## src/rtl/snn_pkg.sv

```systemverilog
// Shared definitions for the spiking-network blocks.
//   DEF_W_WIDTH / DEF_ACC_WIDTH : default weight and accumulator widths
//   syn_state_e                 : synapse FSM states
//   saturate()                  : clamp an unsigned value to a given bit width
package snn_pkg;

  localparam int unsigned DEF_W_WIDTH   = 8;
  localparam int unsigned DEF_ACC_WIDTH = 10;

  typedef enum logic [0:0] {
    StIdle,
    StActive
  } syn_state_e;

  // Clamp val to the largest value representable in `width` bits.
  function automatic logic [31:0] saturate(input logic [31:0] val, input int unsigned width);
    logic [31:0] max_val;
    max_val = (width >= 32) ? 32'hFFFF_FFFF : ((32'd1 << width) - 32'd1);
    return (val > max_val) ? max_val : val;
  endfunction

endpackage

```

## src/rtl/syn_weight_rf.sv

```systemverilog
// Synaptic weight register file with a combinational weighted spike sum.
//   clk, rst  : clock and asynchronous active-high reset (weights clear to 0)
//   wr_en     : write strobe; wr_addr selects the weight, wr_data is the value
//   spike_in  : one spike line per weight
//   sum       : sum of the weights whose spike line is high (pre-write values)
module syn_weight_rf
  import snn_pkg::*;
#(
  parameter int unsigned N_IN    = 4,
  parameter int unsigned W_WIDTH = DEF_W_WIDTH,
  parameter int unsigned ADDR_W  = (N_IN > 1) ? $clog2(N_IN) : 1,
  parameter int unsigned SUM_W   = W_WIDTH + $clog2(N_IN) + 1
) (
  input  logic               clk,
  input  logic               rst,
  input  logic               wr_en,
  input  logic [ADDR_W-1:0]  wr_addr,
  input  logic [W_WIDTH-1:0] wr_data,
  input  logic [N_IN-1:0]    spike_in,
  output logic [SUM_W-1:0]   sum
);

  logic [W_WIDTH-1:0] weight_q [N_IN];

  // Address decode by equality: indices at or beyond N_IN never match.
  always_ff @(posedge clk or posedge rst) begin
    if (rst) begin
      for (int i = 0; i < N_IN; i++) begin
        weight_q[i] <= '0;
      end
    end else if (wr_en) begin
      for (int i = 0; i < N_IN; i++) begin
        if (wr_addr == ADDR_W'(i)) begin
          weight_q[i] <= wr_data;
        end
      end
    end
  end

  always_comb begin
    sum = '0;
    for (int i = 0; i < N_IN; i++) begin
      if (spike_in[i]) begin
        sum = sum + SUM_W'(weight_q[i]);
      end
    end
  end

endmodule

```

## src/rtl/synaptic_current_gen.sv

```systemverilog
// Synaptic current generator: turns weighted spike events into an 8-bit current.
//   clk, rst  : clock and asynchronous active-high reset
//   enable    : 1 = integrate and decay, 0 = freeze accumulator/timer/FSM, drop spikes
//   spike_in  : presynaptic spike lines, one event per high cycle
//   wr_en, wr_addr, wr_data : weight write port (accepted regardless of enable)
//   current   : registered min(acc, 255)
//   active    : 1 while the FSM is ACTIVE
//   sat_flag  : sticky accumulator-saturation indicator
module synaptic_current_gen
  import snn_pkg::*;
#(
  parameter int unsigned N_IN         = 4,
  parameter int unsigned W_WIDTH      = DEF_W_WIDTH,
  parameter int unsigned ACC_WIDTH    = DEF_ACC_WIDTH,
  parameter int unsigned DECAY_SHIFT  = 3,
  parameter int unsigned DECAY_PERIOD = 4,
  localparam int unsigned ADDR_W  = (N_IN > 1) ? $clog2(N_IN) : 1,
  localparam int unsigned SUM_W   = W_WIDTH + $clog2(N_IN) + 1,
  localparam int unsigned TIMER_W = (DECAY_PERIOD > 1) ? $clog2(DECAY_PERIOD) : 1
) (
  input  logic               clk,
  input  logic               rst,
  input  logic               enable,
  input  logic [N_IN-1:0]    spike_in,
  input  logic               wr_en,
  input  logic [ADDR_W-1:0]  wr_addr,
  input  logic [W_WIDTH-1:0] wr_data,
  output logic [7:0]         current,
  output logic               active,
  output logic               sat_flag
);

  syn_state_e           state_q, state_d;
  logic [ACC_WIDTH-1:0] acc_q, acc_d, acc_next, dec;
  logic [TIMER_W-1:0]   timer_q, timer_d;
  logic [7:0]           current_q, current_d;
  logic                 sat_flag_q, sat_flag_d;
  logic [SUM_W-1:0]     sum;
  logic                 tick, clamp;
  logic [31:0]          raw, clamped;

  syn_weight_rf #(
    .N_IN    (N_IN),
    .W_WIDTH (W_WIDTH),
    .ADDR_W  (ADDR_W),
    .SUM_W   (SUM_W)
  ) u_weight_rf (
    .clk      (clk),
    .rst      (rst),
    .wr_en    (wr_en),
    .wr_addr  (wr_addr),
    .wr_data  (wr_data),
    .spike_in (spike_in),
    .sum      (sum)
  );

  assign tick = (state_q == StActive) && enable && (timer_q == TIMER_W'(DECAY_PERIOD - 1));

  // Accumulator datapath. The decay step never drops below 1 on a non-zero
  // accumulator so the current always returns to exactly 0.
  always_comb begin
    dec = acc_q >> DECAY_SHIFT;
    if ((dec == '0) && (acc_q != '0)) begin
      dec = ACC_WIDTH'(1);
    end
    // dec <= acc_q, so the subtraction cannot wrap.
    raw      = 32'(acc_q) - (tick ? 32'(dec) : 32'd0) + 32'(sum);
    clamped  = saturate(raw, ACC_WIDTH);
    clamp    = (clamped != raw);
    acc_next = ACC_WIDTH'(clamped);
  end

  always_comb begin
    acc_d      = acc_q;
    sat_flag_d = sat_flag_q;
    if (enable) begin
      acc_d      = acc_next;
      sat_flag_d = sat_flag_q | clamp;
    end
    current_d = (acc_d > ACC_WIDTH'(255)) ? 8'hFF : acc_d[7:0];
  end

  // FSM next state.
  always_comb begin
    state_d = state_q;
    if (enable) begin
      unique case (state_q)
        StIdle:   if (sum != '0)      state_d = StActive;
        StActive: if (acc_next == '0) state_d = StIdle;
        default:  state_d = StIdle;
      endcase
    end
  end

  // Timer only runs while staying ACTIVE; entering or leaving ACTIVE restarts it at 0.
  always_comb begin
    timer_d = timer_q;
    if (enable) begin
      if ((state_q == StActive) && (state_d == StActive)) begin
        timer_d = tick ? '0 : timer_q + TIMER_W'(1);
      end else begin
        timer_d = '0;
      end
    end
  end

  always_ff @(posedge clk or posedge rst) begin
    if (rst) begin
      state_q    <= StIdle;
      acc_q      <= '0;
      timer_q    <= '0;
      current_q  <= '0;
      sat_flag_q <= 1'b0;
    end else begin
      state_q    <= state_d;
      acc_q      <= acc_d;
      timer_q    <= timer_d;
      current_q  <= current_d;
      sat_flag_q <= sat_flag_d;
    end
  end

  // FSM outputs, decoded from the state register.
  always_comb begin
    active = (state_q == StActive);
  end

  assign current  = current_q;
  assign sat_flag = sat_flag_q;

endmodule

```

## config.mk

```make
export PLATFORM = sky130hd
export DESIGN_NAME = synaptic_current_gen
export DESIGN_NICKNAME = d
export VERILOG_FILES = /design/src/rtl/snn_pkg.sv /design/src/rtl/syn_weight_rf.sv /design/src/rtl/synaptic_current_gen.sv
export SDC_FILE = /design/constraint.sdc
export NUM_CORES = 1
export LEC_CHECK = 0
export CAP_MARGIN = 20
export CORE_MARGIN = 10
export CORE_UTILIZATION = 42
export DETAILED_ROUTE_END_ITERATION = 10
export DONT_BUFFER_PORTS = 1
export HOLD_SLACK_MARGIN = 0.12
export SLEW_MARGIN = 20
export SYNTH_ARGS = -nofsm -noshare
export SYNTH_HDL_FRONTEND = slang
export SYNTH_SLANG_ARGS = --single-unit
```

## constraint.sdc

```tcl
create_clock -name clk -period 10.85 [get_ports clk]
set_input_delay 2.17 -clock clk [delete_from_list [all_inputs] [get_ports clk]]
set_output_delay 2.17 -clock clk [all_outputs]
set_load 0.05 [all_outputs]
```

After elaboration in Yosys (flattened, before gate mapping)

Index checks and enable logic that the tools add are counted.

Flip-flop bits (word level): 54
Output and inout bits: 10
Input bits: 18
Logic and storage cells: 52

$add $sub $neg: 6
Bitwise operators: 2
Order comparisons: 2
Equality and inequality tests: 5
Multiplexer cells: 15
Reduce and logical (&&, ||, !) cells: 13

Operator list:

| cell                   | count |
|---|---|
| $mux W11               | 3 |
| $gt A32 B10 Y1 const B | 1 |
| $mux W32               | 1 |
| $ne A32 B32 Y1         | 1 |
| $add A11 B8 Y11        | 2 |
| $logic_not A10 Y1      | 2 |
| $mux W8                | 2 |
| $mux W7                | 2 |
| $add A11 B12 Y13       | 1 |
| $reduce_bool A11 Y1    | 1 |
| $sub A10 B7 Y11        | 1 |
| $gt A10 B8 Y1 const B  | 1 |
| $mux W10               | 1 |
| $reduce_bool A10 Y1    | 1 |
| $add A8 B8 Y9          | 1 |
| $reduce_and A2 Y1      | 4 |
| $eq A2 B2 Y1 const B   | 3 |
| $logic_and A1 B1 Y1    | 4 |
| $mux W2                | 2 |
| $mux W1                | 3 |
| $add A2 B1 Y2 const B  | 1 |
| $eq A2 B1 Y1 const B   | 1 |
| $logic_not A2 Y1       | 1 |
| $pmux W1 S2            | 1 |
| other kinds (2)        | 2 |

Depth between registers and ports, before layout

Gate-level depths: netlist of the first run.

Word-level depth: 16
Mapped depth: 32
Depth with buffers taken out: 31

By module

A second synthesis of the first run with hierarchy kept.

Cell total of the unflattened synthesis: 492
Area total of the unflattened synthesis: 4,679.5 um^2

By module, submodules not included:

| module               | sequential area each (um^2) | cells an instance | area an instance (um^2) | times used |
|---|---|---|---|---|
| syn_weight_rf        | 800.8                       | 271               | 2,666.3                 | 1 |
| synaptic_current_gen | 550.5                       | 221               | 2,013.2                 | 1 |

Worst setup path after synthesis of the first run

No wires, ideal clock.

Kind: input-to-reg
From: input spike_in[0]
To: register current_q[0] (netlist: current[0])
Path buffers: 0
Required time: 10.700 ns
Arrival time: 7.926 ns
Stages on the path: 23
Path slack: 2.774 ns
Library setup time: 0.150 ns
Cells stage by stage: and2_1 > ha_1 > and3_1 > a2111oi_0 > xor2_1 > mux2i_1 > ha_1 > or4_1 > o22ai_1 > xnor2_1 > a221o_1 > ha_1 > xor2_1 > mux2_2 > ha_1 > a2111oi_4 > o21ai_2 > a221oi_4 > nand2_1 > or3_1 > o311a_2 > o41ai_4 > o211ai_1

Longest elaborated chain between the ends: 13

Ends and longest elaborated chain:

| what                   | RTL line                    | RTL |
|---|---|---|
| from (decl)            | synaptic_current_gen.sv:24  | `input logic [N_IN-1:0] spike_in,` |
| $mux W8 *              | syn_weight_rf.sv:43         | `if (spike_in[i]) begin` |
| $add A8 B8 Y9          | syn_weight_rf.sv:44         | `sum = sum + SUM_W'(weight_q[i]);` |
| $mux W11 *             | syn_weight_rf.sv:43         |  |
| $add A11 B8 Y11        | syn_weight_rf.sv:44         |  |
| $mux W11 *             | syn_weight_rf.sv:43         |  |
| $add A11 B8 Y11        | syn_weight_rf.sv:44         |  |
| $mux W11 *             | syn_weight_rf.sv:43         |  |
| $add A11 B12 Y13 *     | synaptic_current_gen.sv:67  | `raw = 32'(acc_q) - (tick ? 32'(dec) : 32'd0) + 32'(sum);` |
| $gt A32 B10 Y1         | snn_pkg.sv:19               | `return (val > max_val) ? max_val : val;` |
| $mux W32 *             | snn_pkg.sv:19               |  |
| $mux W10 *             | synaptic_current_gen.sv:76  | `if (enable) begin` |
| $gt A10 B8 Y1          | synaptic_current_gen.sv:80  | `current_d = (acc_d > ACC_WIDTH'(255)) ? 8'hFF : acc_d[7:0];` |
| $mux W8 *              | synaptic_current_gen.sv:80  |  |
| named net current_d[0] | synaptic_current_gen.sv:36  | `logic [7:0] current_q, current_d;` |
| to (signal assigned)   | synaptic_current_gen.sv:118 | `current_q <= current_d;` |
| to (decl)              | synaptic_current_gen.sv:36  |  |

The timed path passes the listed nets; every way through them passes the cells marked *.
A chain may end at the register's enable or synchronous reset.

Worst setup path in the final report of the first run

From: input spike_in[0]
To: register current_q[6] (netlist: current[6])

Same word-level chain as after synthesis.

==> results of run 1 <==
==> cells by family after synthesis <==
logic type	count (synthesis)
xor gates and xnor gates	26
muxes	45
buffers and inverters	36
and+or+nand+nor	151
DFF	54
adders and majority gates	49
AOI/OAI and AO/OA	121
==> how the worst max path moves through the flow <==
| stage | endpoint | slack (ns) | depth (start not counted) |
|---|---|---|---|
| 3_3_place_gp | current[1]$_DFF_PP0_ | 2.27 | 28 |
| 5_1_grt | current[7]$_DFF_PP0_ | 1.84 | 28 |
| 2_1_floorplan | current[0]$_DFF_PP0_ | 2.77 | 23 |
| 6_report | current[6]$_DFF_PP0_ | 2.25 | 28 |
| 4_1_cts | current[6]$_DFF_PP0_ | 2.27 | 28 |
| 3_5_place_dp | current[6]$_DFF_PP0_ | 1.95 | 28 |
==> area by class of cell <==
class / count / area (µm²) / area share
clock buffers: 7 / 96.3 / 0.0202
repair buffers: 2 / 15.0 / 0.00315
multi-input cells: 392 / 3030 / 0.635
well taps: 136 / 170 / 0.0357
inverters: 27 / 101 / 0.0212
clock inverters: 1 / 8.76 / 0.00184
flip-flops and latches: 54 / 1350 / 0.283
==> flip-flops by register name, summed over array words and instances (netlist names) <==
register / count
u_weight_rf.weight_q: 32
timer_q: 2
active: 1
current: 8
acc_q: 10
sat_flag: 1
==> critical path, stage by stage <==
cell                       delay [ns]
sky130_fd_sc_hd__and2_1          0.13
sky130_fd_sc_hd__ha_1            0.19
sky130_fd_sc_hd__inv_1           0.07
sky130_fd_sc_hd__fa_1            0.38
sky130_fd_sc_hd__nand2b_1        0.20
sky130_fd_sc_hd__a21oi_1         0.31
sky130_fd_sc_hd__mux2i_1         0.23
sky130_fd_sc_hd__nand3_1         0.11
sky130_fd_sc_hd__ha_1            0.23
sky130_fd_sc_hd__or4_1           0.46
sky130_fd_sc_hd__o22ai_1         0.25
sky130_fd_sc_hd__xnor2_1         0.10
sky130_fd_sc_hd__a221o_1         0.38
sky130_fd_sc_hd__ha_1            0.35
sky130_fd_sc_hd__nand2_1         0.08
sky130_fd_sc_hd__o311a_1         0.33
sky130_fd_sc_hd__o31ai_1         0.26
sky130_fd_sc_hd__a21o_1          0.23
sky130_fd_sc_hd__inv_1           0.07
sky130_fd_sc_hd__ha_1            0.36
sky130_fd_sc_hd__nand2_1         0.09
sky130_fd_sc_hd__a21oi_1         0.06
sky130_fd_sc_hd__a221oi_4        0.31
sky130_fd_sc_hd__nand2_1         0.08
sky130_fd_sc_hd__or3_1           0.31
sky130_fd_sc_hd__o311a_2         0.26
sky130_fd_sc_hd__o41ai_4         0.58
sky130_fd_sc_hd__o211ai_1        0.20
==> routing by layer <==
layer / share of wire / wire, µm
met5: 0 / 0
met1: 0.52 / 5390
met2: 0.42 / 4370
met4: 0.0099 / 102
met3: 0.042 / 434
==> cells in the final DEF (no fill, tap or decap), drive strengths merged, types with 6 or more instances in the layout <==
cell type	n
o21a	13
clkbuf	7
nor2	41
ha	44
inv	27
nand3	8
nand2b	8
xor2	6
a211oi	6
nand2	46
and3	6
xnor2	19
dfrtp	54
mux2	40
o21ai	30
a21oi	21
o211ai	9
nor2b	6
==> metrics by stage <==
| step | instance area [µm²] | util | setup WS [ns] |
|---|---|---|---|
| after floorplan | 4520 | - | 2.77 |
| after global placement | 4660 | 0.448 | 2.27 |
| after detailed placement | 4660 | 0.448 | 1.95 |
| after CTS | 4770 | 0.458 | 2.27 |
| after global routing | 4770 | 0.458 | 1.84 |
| final | 4770 | 0.458 | 2.25 |
==> impl_summary.md, run 1 <==
Status
The run finished with clean final reports.

Drt
Before antenna repair, the detailed router went through 5 iterations. The routed design has 10300 µm of wire. Using the TritonRoute via totals, the vias-per-cell ratio works out to around 5.6. In the routed design, unresolved DRC markers number 0. In this run the remaining antenna-violating nets after routing total 0.

The average routed wire per standard cell is roughly 17 µm. The total number of vias is 3487. The DRC marker count from the first detailed-route iteration is between 200 and 250.

Global route
The number of global-route vias before repair is 3345. The met3 track demand over resource in global routing is 0.0290. The global route total overflow is 0. The global-route wire length before repair is 17100 µm. The layer flagged by global routing as most heavily used is met1. The number of antenna violations at the first check in global routing came to 0.

For met1 alone, demand over resource in global routing was 0.206. The largest net degree at the start of global routing is 55. The total global routing track utilization is 0.138. The global-route track usage on met2 is 0.196.

Floorplan
The height of the chip is 124 µm. From left edge to right edge, the die measures 124 µm. The placeable core area is approximately 10000 µm².

In this run the core area contains 37 standard-cell rows. 28 I/O pins were placed. The starting density of the core is 0.434. The die covers 15300 µm².

Finish
The repair_antennas step left the layout with diodes totalling 0. The layout filler cell count is a little under 1000. The count of non-filler cells in the finished layout is 619. At the end of the flow, the number of nets in the layout was 549. The fraction of layout instances using a drive strength above 1 is 0.139. Relative to the synthesized area, the layout overhead comes to 5.51%.

Critical path
The kind of launch point of the worst setup path is an input pin. In this run the critical register-to-register path is captured at current[6]$_DFF_PP0_. For flop-to-flop paths, the worst setup slack is between 3 and 4 ns. The worst reg2reg path depth is 28. The source of the critical timing path is spike_in[0]. The largest fanout on the critical path is 14.

STA classifies the critical path endpoint as a register. The worst path arrival time is about 8.8 ns. The setup path with the least slack is of type in2reg. The startpoint identified for the worst register-to-register timing path is u_weight_rf.weight_q[24]$_DFFE_PP0P_. The required time of the worst setup path is 11.02 ns.

Clocking
Clock-pin slew was measured on the worst setup and hold paths at around 0.10 ns. Buffers inserted to repair hold after CTS numbered 0. The H-tree was split into 2 levels. The clock latency reported for the late side of the worst-skew pair is 0.32 ns. The number of buffers between clock root and the deepest sink is 2. The number of gates resized after CTS was 0.

The number of buffers created by CTS is 5. TritonCTS built the clock tree. In this run the post-CTS setup repair buffer count came out at 0. The root buffer cell is sky130_fd_sc_hd__clkbuf_8. The CTS sink count is 54.

STA
Hold is met by 0.506 ns. The minimum clock period is around 8.6 ns. The setup clock skew after layout is about 0.013 ns. The worst max-slew margin expressed relative to the limit is 0.535.

The max-slew violation total from the final report is 0. The count of endpoints failing setup in the final report is 0. The slew at the pin with the worst max-slew slack is around 0.7 ns. Setup repair after global routing left no endpoint under its margin. In the finished design, the share of the clock period the worst path needs comes to 0.793. The setup TNS is 0 ns.

The number of hold violations in the final report is 0. For this run, the top clock speed supported by timing is around 120 MHz.

Synth
The number of synthesized register bits is 54. The gate count of the mapped netlist is 482. The mux contribution to synthesized area is 0.111. The cell type with the highest aggregate area in the netlist is sky130_fd_sc_hd__dfrtp_1.

After synthesis, the largest family of logic cells by area is compound AO/OA/AOI/OAI gates. Of the total synthesized cell area, the portion taken by XOR and XNOR cells is 0.0534. By area the synthesized netlist is led by sky130_fd_sc_hd__dfrtp_1, sky130_fd_sc_hd__ha_1, sky130_fd_sc_hd__mux2_2. By count the netlist is led by sky130_fd_sc_hd__dfrtp_1, sky130_fd_sc_hd__nand2_1, sky130_fd_sc_hd__ha_1.

The dominant synthesized flop cell is sky130_fd_sc_hd__dfrtp_1. The synthesized area per cell is between 9 and 10 µm². Of the post-synthesis cell area, the dominant cell type holds 0.299. The arithmetic-cell share of the synthesized area counting full adders, half adders and majority gates is 0.144. The share of the Yosys chip area taken by registers is 0.299. The Yosys step of the flow raised 0 warnings.

The post-synthesis instance area is 4520 µm². Of the total synthesized cell area, the portion taken by AND, OR, NAND and NOR gates is 0.162. In the synthesized netlist the async set-or-reset flop fraction comes to 1.00. Yosys mapped the design onto 62 distinct sky130hd cell types. Yosys instantiated no cell more often than sky130_fd_sc_hd__dfrtp_1.

The area fraction in compound gates after synthesis is 0.200. Counting every net in the synthesized netlist gives 549. Yosys mapped a number of flops with a built-in enable equal to 0.

Placed design
The wire-length estimate of the detail-placed layout is between 8000 and 9000 µm. The post-placement cell count is 611. The congestion estimate from routability-driven global placement came to 0.797.

The number of I/O port buffers is 0.

Worst hold path
The worst hold path begins at timer_q[1]$_DFFE_PP0P_. The path with the worst hold slack has its endpoint at timer_q[1]$_DFFE_PP0P_. The class of the most critical hold timing path is reg2reg. Counting instances, the worst hold path has a depth of 1.

Flow run
The max-capacitance violation count is 0.
Power of run 1 is left out: the tool's default activity adds up to more than one toggle a clock period on the data nets, which glitch-free logic cannot reach.
==> inputs of run 2 (changes only) <==
Clock period 10.85 ns to 8.45 ns, I/O delays scaled along.
==> run 2 against run 1 <==
Against the previous run: utilization unchanged; non-clock buffer count unchanged; register-to-register slack got worse by 2.3 ns; final cell count unchanged; first-iteration DRC count increased by 2.2%; routed wire length decreased by 0.29%; highest routed layer unchanged; die area unchanged; setup slack got worse by 1.8 ns; critical path type unchanged; via count increased by 0.54%; sequential share of layout area unchanged; critical path depth unchanged.
==> impl_summary.md, run 2 (same netlist as run 1, synthesis figures left out) <==
Finish
The count of nets after finishing was 549 (unchanged). The fraction of layout instances using a drive strength above 1 is 0.139 (unchanged). The register name with the most flops is u_weight_rf.weight_q (unchanged).

The antenna diode instance count was 0 (unchanged). The layout filler cell count was 977 (unchanged). The growth of design area from synthesis to finish is 5.51% (unchanged). The number of flip-flops in the largest register is 32 (unchanged). The commonest non-fill, non-tap cell in the layout is sky130_fd_sc_hd__dfrtp_1 (unchanged). Commonest non-fill, non-tap cells in the layout: sky130_fd_sc_hd__dfrtp_1, sky130_fd_sc_hd__nand2_1, sky130_fd_sc_hd__ha_1 (unchanged).

Critical path
The source of the critical timing path was spike_in[0] (unchanged). The required time of the worst setup path came to 8.61 ns (was 11.02 ns). The reg-to-reg critical path startpoint is u_weight_rf.weight_q[24]$_DFFE_PP0P_ (unchanged).

The kind of launch point of the worst setup path is an input pin (unchanged). The worst setup path category was in2reg (unchanged). The endpoint kind of the worst setup timing path is a register (unchanged).

The largest fanout on the critical path is 14 (unchanged). The worst path arrival time is 8.14 ns (was 8.77 ns).

STA
Setup repair after global routing missed its margin: false (unchanged). The minimum clock period is 7.98 ns. The number of hold violations in the final report is 0 (unchanged).

The setup clock skew after layout is 0.0127 ns (was 0.0129 ns). The slew at the pin with the worst max-slew slack is 0.700 ns (was 0.697 ns). The worst max-slew margin expressed relative to the limit was 0.533 (was 0.535). For this run, the top clock speed supported by timing is 125 MHz. The share of the clock period used by the worst path is 0.944. The setup TNS is 0 ns (unchanged). The count of endpoints failing setup in the final report came to 0 (unchanged). The max-slew violation total from the final report is 0 (unchanged).

Drt
The count of antenna-violating nets left after detailed routing came to 0 (unchanged). The total iterations of the first detailed-routing run came to 5 (unchanged). The total number of vias was 3506 (was 3487). The aggregate routed wire length came to 10300 µm (about the same). The DRC marker count from the first detailed-route iteration is 237 (was 232). The DRC violation count after routing is 0 (unchanged).

The average routed wire per standard cell was 16.6 µm (about the same). The average via count per standard cell is 5.66 (was 5.63).

Global route
The largest net degree at the start of global routing is 55 (unchanged). The global route total overflow was 0 (unchanged). The global-route wire length before repair was 17100 µm (unchanged). The total global routing track utilization came to 0.138 (unchanged).

The number of antenna violations at the first check in global routing is 0 (unchanged). The number of global-route vias before repair is 3345 (unchanged).

Flow run
The max-capacitance violation count is 0 (unchanged).

Floorplan
The number of standard-cell rows in the floorplan is 37 (unchanged). The height of the chip was 124 µm (unchanged). The starting density of the core is 0.434 (unchanged). The boundary pin count came to 28 (unchanged). The floorplan die area is 15300 µm² (unchanged). The placeable core area is 10400 µm² (unchanged). The floorplan die width was 124 µm (unchanged).

Clocking
The number of buffers between clock root and the deepest sink came to 2 (unchanged). The number of gates given a new drive strength after cts came to 0 (unchanged). The depth of the CTS H-tree is 2 (unchanged). The CTS sink count came to 54 (unchanged). The total of hold buffers inserted after clock tree synthesis is 0 (unchanged). The root buffer cell was sky130_fd_sc_hd__clkbuf_8 (unchanged). The clock input transition at the sequential cells of the worst setup and hold paths came to 0.09 ns (was 0.10 ns).

The clock latency reported for the late side of the worst-skew pair is 0.32 ns (about the same). The clock tree from TritonCTS is yes (unchanged). The post-CTS setup buffer count is 0 (unchanged).

The number of buffers created by CTS is 5 (unchanged).

Placed design
The number of I/O port buffers was 0 (unchanged). The HPWL after detailed placement was 8190 µm (unchanged). The final weighted congestion in routability-driven placement was 0.797 (unchanged).

Worst hold path
The start point of the worst min-delay path is timer_q[1]$_DFFE_PP0P_ (unchanged). The class of the most critical hold timing path is reg2reg (unchanged).

Status
Outcome: finished, final reports clean (unchanged).
run 2: worst max-delay path, stage by stage:
cell and delay (ns):
sky130_fd_sc_hd__and2_1 0.13, sky130_fd_sc_hd__ha_1 0.19, sky130_fd_sc_hd__inv_1 0.07, sky130_fd_sc_hd__fa_1 0.38, sky130_fd_sc_hd__nand2b_1 0.20, sky130_fd_sc_hd__a21oi_1 0.31, sky130_fd_sc_hd__mux2i_1 0.23, sky130_fd_sc_hd__nand3_1 0.11
sky130_fd_sc_hd__ha_1 0.23, sky130_fd_sc_hd__or4_1 0.46, sky130_fd_sc_hd__o22ai_1 0.25, sky130_fd_sc_hd__xnor2_1 0.10, sky130_fd_sc_hd__a221o_1 0.38, sky130_fd_sc_hd__ha_1 0.35, sky130_fd_sc_hd__nand2_1 0.08, sky130_fd_sc_hd__o311a_1 0.33
sky130_fd_sc_hd__o31ai_1 0.24, sky130_fd_sc_hd__a21o_1 0.23, sky130_fd_sc_hd__inv_1 0.07, sky130_fd_sc_hd__ha_1 0.36, sky130_fd_sc_hd__nand2_1 0.09, sky130_fd_sc_hd__a21oi_1 0.06, sky130_fd_sc_hd__a221oi_4 0.31, sky130_fd_sc_hd__nand2_1 0.08
sky130_fd_sc_hd__or3_1 0.31, sky130_fd_sc_hd__o311a_2 0.25, sky130_fd_sc_hd__o41ai_4 0.46, sky130_fd_sc_hd__o211ai_1 0.20
run 2: through the flow:
step	utilization	setup slack, ns	instance area [µm²]	hold slack [ns]	instances
2_1_floorplan	-	0.854	4520	0.460	482
3_3_place_gp	0.448	0.355	4660	0.481	611
6_report	0.458	0.474	4770	0.505	619
5_1_grt	0.458	0.0359	4770	0.541	619
3_5_place_dp	0.448	0.0258	4660	0.490	611
4_1_cts	0.458	0.347	4770	0.515	619
run 2: per-layer routing:
metal | global-route usage | wire, µm | up-vias
met5 | 0 | 0 | -
met4 | 0.0357 | 102 | 0
met3 | 0.0290 | 519 | 7
met2 | 0.196 | 4400 | 60
met1 | 0.206 | 5240 | 1672
li1 | - | - | 1767
run 2: final timing paths:
path	endpoint	slack [ns]	cells past startpoint
min	timer_q[1]$_DFFE_PP0P_	0.51	1
min in group asynchronous	u_weight_rf.weight_q[9]$_DFFE_PP0P_	1.44	2
max in group asynchronous	active$_DFF_PP0_	6.54	2
max	current[6]$_DFF_PP0_	0.47	28
max reg2reg	current[6]$_DFF_PP0_	1.46	28
min reg2reg	timer_q[1]$_DFFE_PP0P_	0.51	1
run 2: final cells by class:
cell class | count | area (µm²) | share of cell area
clock inverters | 1 | 8.76 | 0.00184
inverters | 27 | 101 | 0.0212
repair buffers | 2 | 15.0 | 0.00315
clock buffers | 7 | 96.3 | 0.0202
well taps | 136 | 170 | 0.0357
multi-input cells | 392 | 3030 | 0.635
flip-flops and latches | 54 | 1350 | 0.283
Power of run 2 is left out for the same reason.
==> inputs of run 3 (changes only) <==
Settings changed: PLACE_DENSITY set to 0.67.
==> run 3 against run 2 <==
Against the previous run: critical path depth did not move; routed wire length shrank 0.39%; global-route usage is 0.099 points higher; clock skew up 0.0013 ns; cell area barely moved; worst hold slack gained 0.0075 ns; non-clock buffer count is the same; flip-flop and latch count unchanged.
==> impl_summary.md, run 3 (same netlist as run 1, synthesis figures left out) <==
Global route
The global route total overflow is 0 (unchanged). The global-route wire length before repair was 17300 µm (was 17100 µm). The total global routing track utilization is 0.139 (was 0.138).

The number of global-route vias before repair is 3476 (was 3345). The number of antenna violations at the first check in global routing is 0 (unchanged). The largest net degree at the start of global routing was 55 (unchanged).

STA
The minimum clock period is 7.97 ns (was 7.98 ns). The count of endpoints failing setup in the final report is 0 (unchanged). The worst max-slew margin expressed relative to the limit is 0.541 (was 0.533).

The timing-limited maximum frequency is 126 MHz (was 125 MHz). The slew at the pin with the worst max-slew slack is 0.688 ns (was 0.700 ns). The setup TNS is 0 ns (unchanged). Setup repair after global routing missed its margin: false (unchanged). The max-slew violation total from the final report was 0 (unchanged).

The number of hold violations in the final report is 0 (unchanged). The share of the clock period used by the worst path came to 0.943 (was 0.944). The setup clock skew after layout is 0.0140 ns (was 0.0127 ns).

Critical path
The largest fanout on the critical path is 14 (unchanged). The largest stage delay on the critical path was 0.58 ns (was 0.46 ns). The kind of launch point of the worst setup path was an input pin (unchanged). The endpoint kind of the worst setup timing path is a register (unchanged). The master of the slowest instance on the critical path is sky130_fd_sc_hd__o41ai_4 (was sky130_fd_sc_hd__or4_1).

The worst path arrival time is 8.14 ns (about the same). The required time of the worst setup path was 8.62 ns (was 8.61 ns). The worst setup path category is in2reg (unchanged). The register-to-register setup slack is 1.43 ns (was 1.46 ns).

The most frequent cell on the critical path was sky130_fd_sc_hd__ha_1 (unchanged).

Placed design
The number of I/O port buffers is 0 (unchanged). The HPWL after detailed placement came to 8150 µm (was 8190 µm). The final weighted congestion in routability-driven placement is 0.813 (was 0.797).

Clocking
The number of buffers created by CTS is 5 (unchanged). The clock latency reported for the late side of the worst-skew pair came to 0.32 ns (about the same). The post-CTS setup buffer count came to 0 (unchanged). The total of hold buffers inserted after clock tree synthesis is 0 (unchanged). The CTS sink count is 54 (unchanged). The clock input transition at the sequential cells of the worst setup and hold paths is 0.09 ns (about the same). The root buffer cell is sky130_fd_sc_hd__clkbuf_8 (unchanged).

The number of gates given a new drive strength after cts is 0 (unchanged). The clock tree from TritonCTS is yes (unchanged). The depth of the CTS H-tree came to 2 (unchanged). The number of buffers between clock root and the deepest sink is 2 (unchanged).

Drt
The average routed wire per standard cell is 16.5 µm (was 16.6 µm). The count of antenna-violating nets left after detailed routing came to 0 (unchanged). The DRC marker count from the first detailed-route iteration came to 292 (was 237). The DRC violation count after routing was 0 (unchanged). The total iterations of the first detailed-routing run is 4 (was 5). The total number of vias came to 3557 (was 3506). The aggregate routed wire length is 10200 µm (was 10300 µm). The average via count per standard cell is 5.75 (was 5.66).

Floorplan
The boundary pin count is 28 (unchanged). The floorplan die width is 124 µm (unchanged). The number of standard-cell rows in the floorplan came to 37 (unchanged). The placeable core area is 10400 µm² (unchanged). The height of the chip is 124 µm (unchanged). The floorplan die area was 15300 µm² (unchanged). The starting density of the core came to 0.434 (unchanged).

Finish
The count of nets after finishing was 549 (unchanged). The fraction of layout instances using a drive strength above 1 is 0.139 (unchanged). The core occupancy in the finished layout is 0.458 (about the same). The commonest non-fill, non-tap cell in the layout is sky130_fd_sc_hd__dfrtp_1 (unchanged). The number of flip-flops in the largest register came to 32 (unchanged). The antenna diode instance count is 0 (unchanged).

The growth of design area from synthesis to finish came to 5.59% (was 5.51%). Commonest non-fill, non-tap cells in the layout: sky130_fd_sc_hd__dfrtp_1, sky130_fd_sc_hd__nand2_1, sky130_fd_sc_hd__ha_1 (unchanged). The register name with the most flops was u_weight_rf.weight_q (unchanged).

Worst hold path
The class of the most critical hold timing path is reg2reg (unchanged).

Status
Outcome: finished, final reports clean (unchanged).

Flow run
The max-capacitance violation count is 0 (unchanged).
[run 3: metrics by stage]
step | cells | instance area, µm² | worst slack (ns) | hold slack (ns)
detailed placement | 611 | 4660 | 0.189 | 0.488
floorplan | 482 | 4520 | 0.854 | 0.460
finish | 619 | 4770 | 0.483 | 0.513
CTS | 619 | 4770 | 0.501 | 0.512
global placement | 611 | 4660 | 0.439 | 0.477
global route | 619 | 4770 | 0.0140 | 0.531
[run 3: cell type report]
| type | instances | area, µm² |
|---|---|---|
| timing repair buffer | 2 | 15.0 |
| clock inverter | 3 | 40.0 |
| clock buffer | 5 | 68.8 |
| multi-input combinational | 392 | 3030 |
| sequential | 54 | 1350 |
| inverter | 27 | 101 |
| fill | 995 | 5640 |
| tap | 136 | 170 |
[run 3: final timing paths]
check	cells after the start	end	from
max	28	current[7]$_DFF_PP0_	spike_in[0]
min	1	timer_q[1]$_DFFE_PP0P_	timer_q[1]$_DFFE_PP0P_
max reg2reg	26	current[7]$_DFF_PP0_	u_weight_rf.weight_q[28]$_DFFE_PP0P_
min reg2reg	1	timer_q[1]$_DFFE_PP0P_	timer_q[1]$_DFFE_PP0P_
max in group asynchronous	2	acc_q[3]$_DFF_PP0_	rst
min in group asynchronous	2	u_weight_rf.weight_q[16]$_DFFE_PP0P_	rst
[run 3: worst max-delay path, delay by kind of cell]
kind / cells / cell delay (ns)
AOI/OAI and AO/OA: 11 / 3.06
xor gates and xnor gates: 1 / 0.10
adders and majority gates: 5 / 1.49
buffers and inverters: 2 / 0.13
muxes: 1 / 0.22
and+or+nand+nor: 8 / 1.44
[run 3: routing by layer]
metal,share of wire,up-vias,global-route usage
li1,-,1760,-
met1,0.49,1729,0.192
met2,0.45,60,0.214
met3,0.042,8,0.0258
met4,0.014,0,0.0451
met5,0,-,0
Power of run 3 is left out for the same reason.
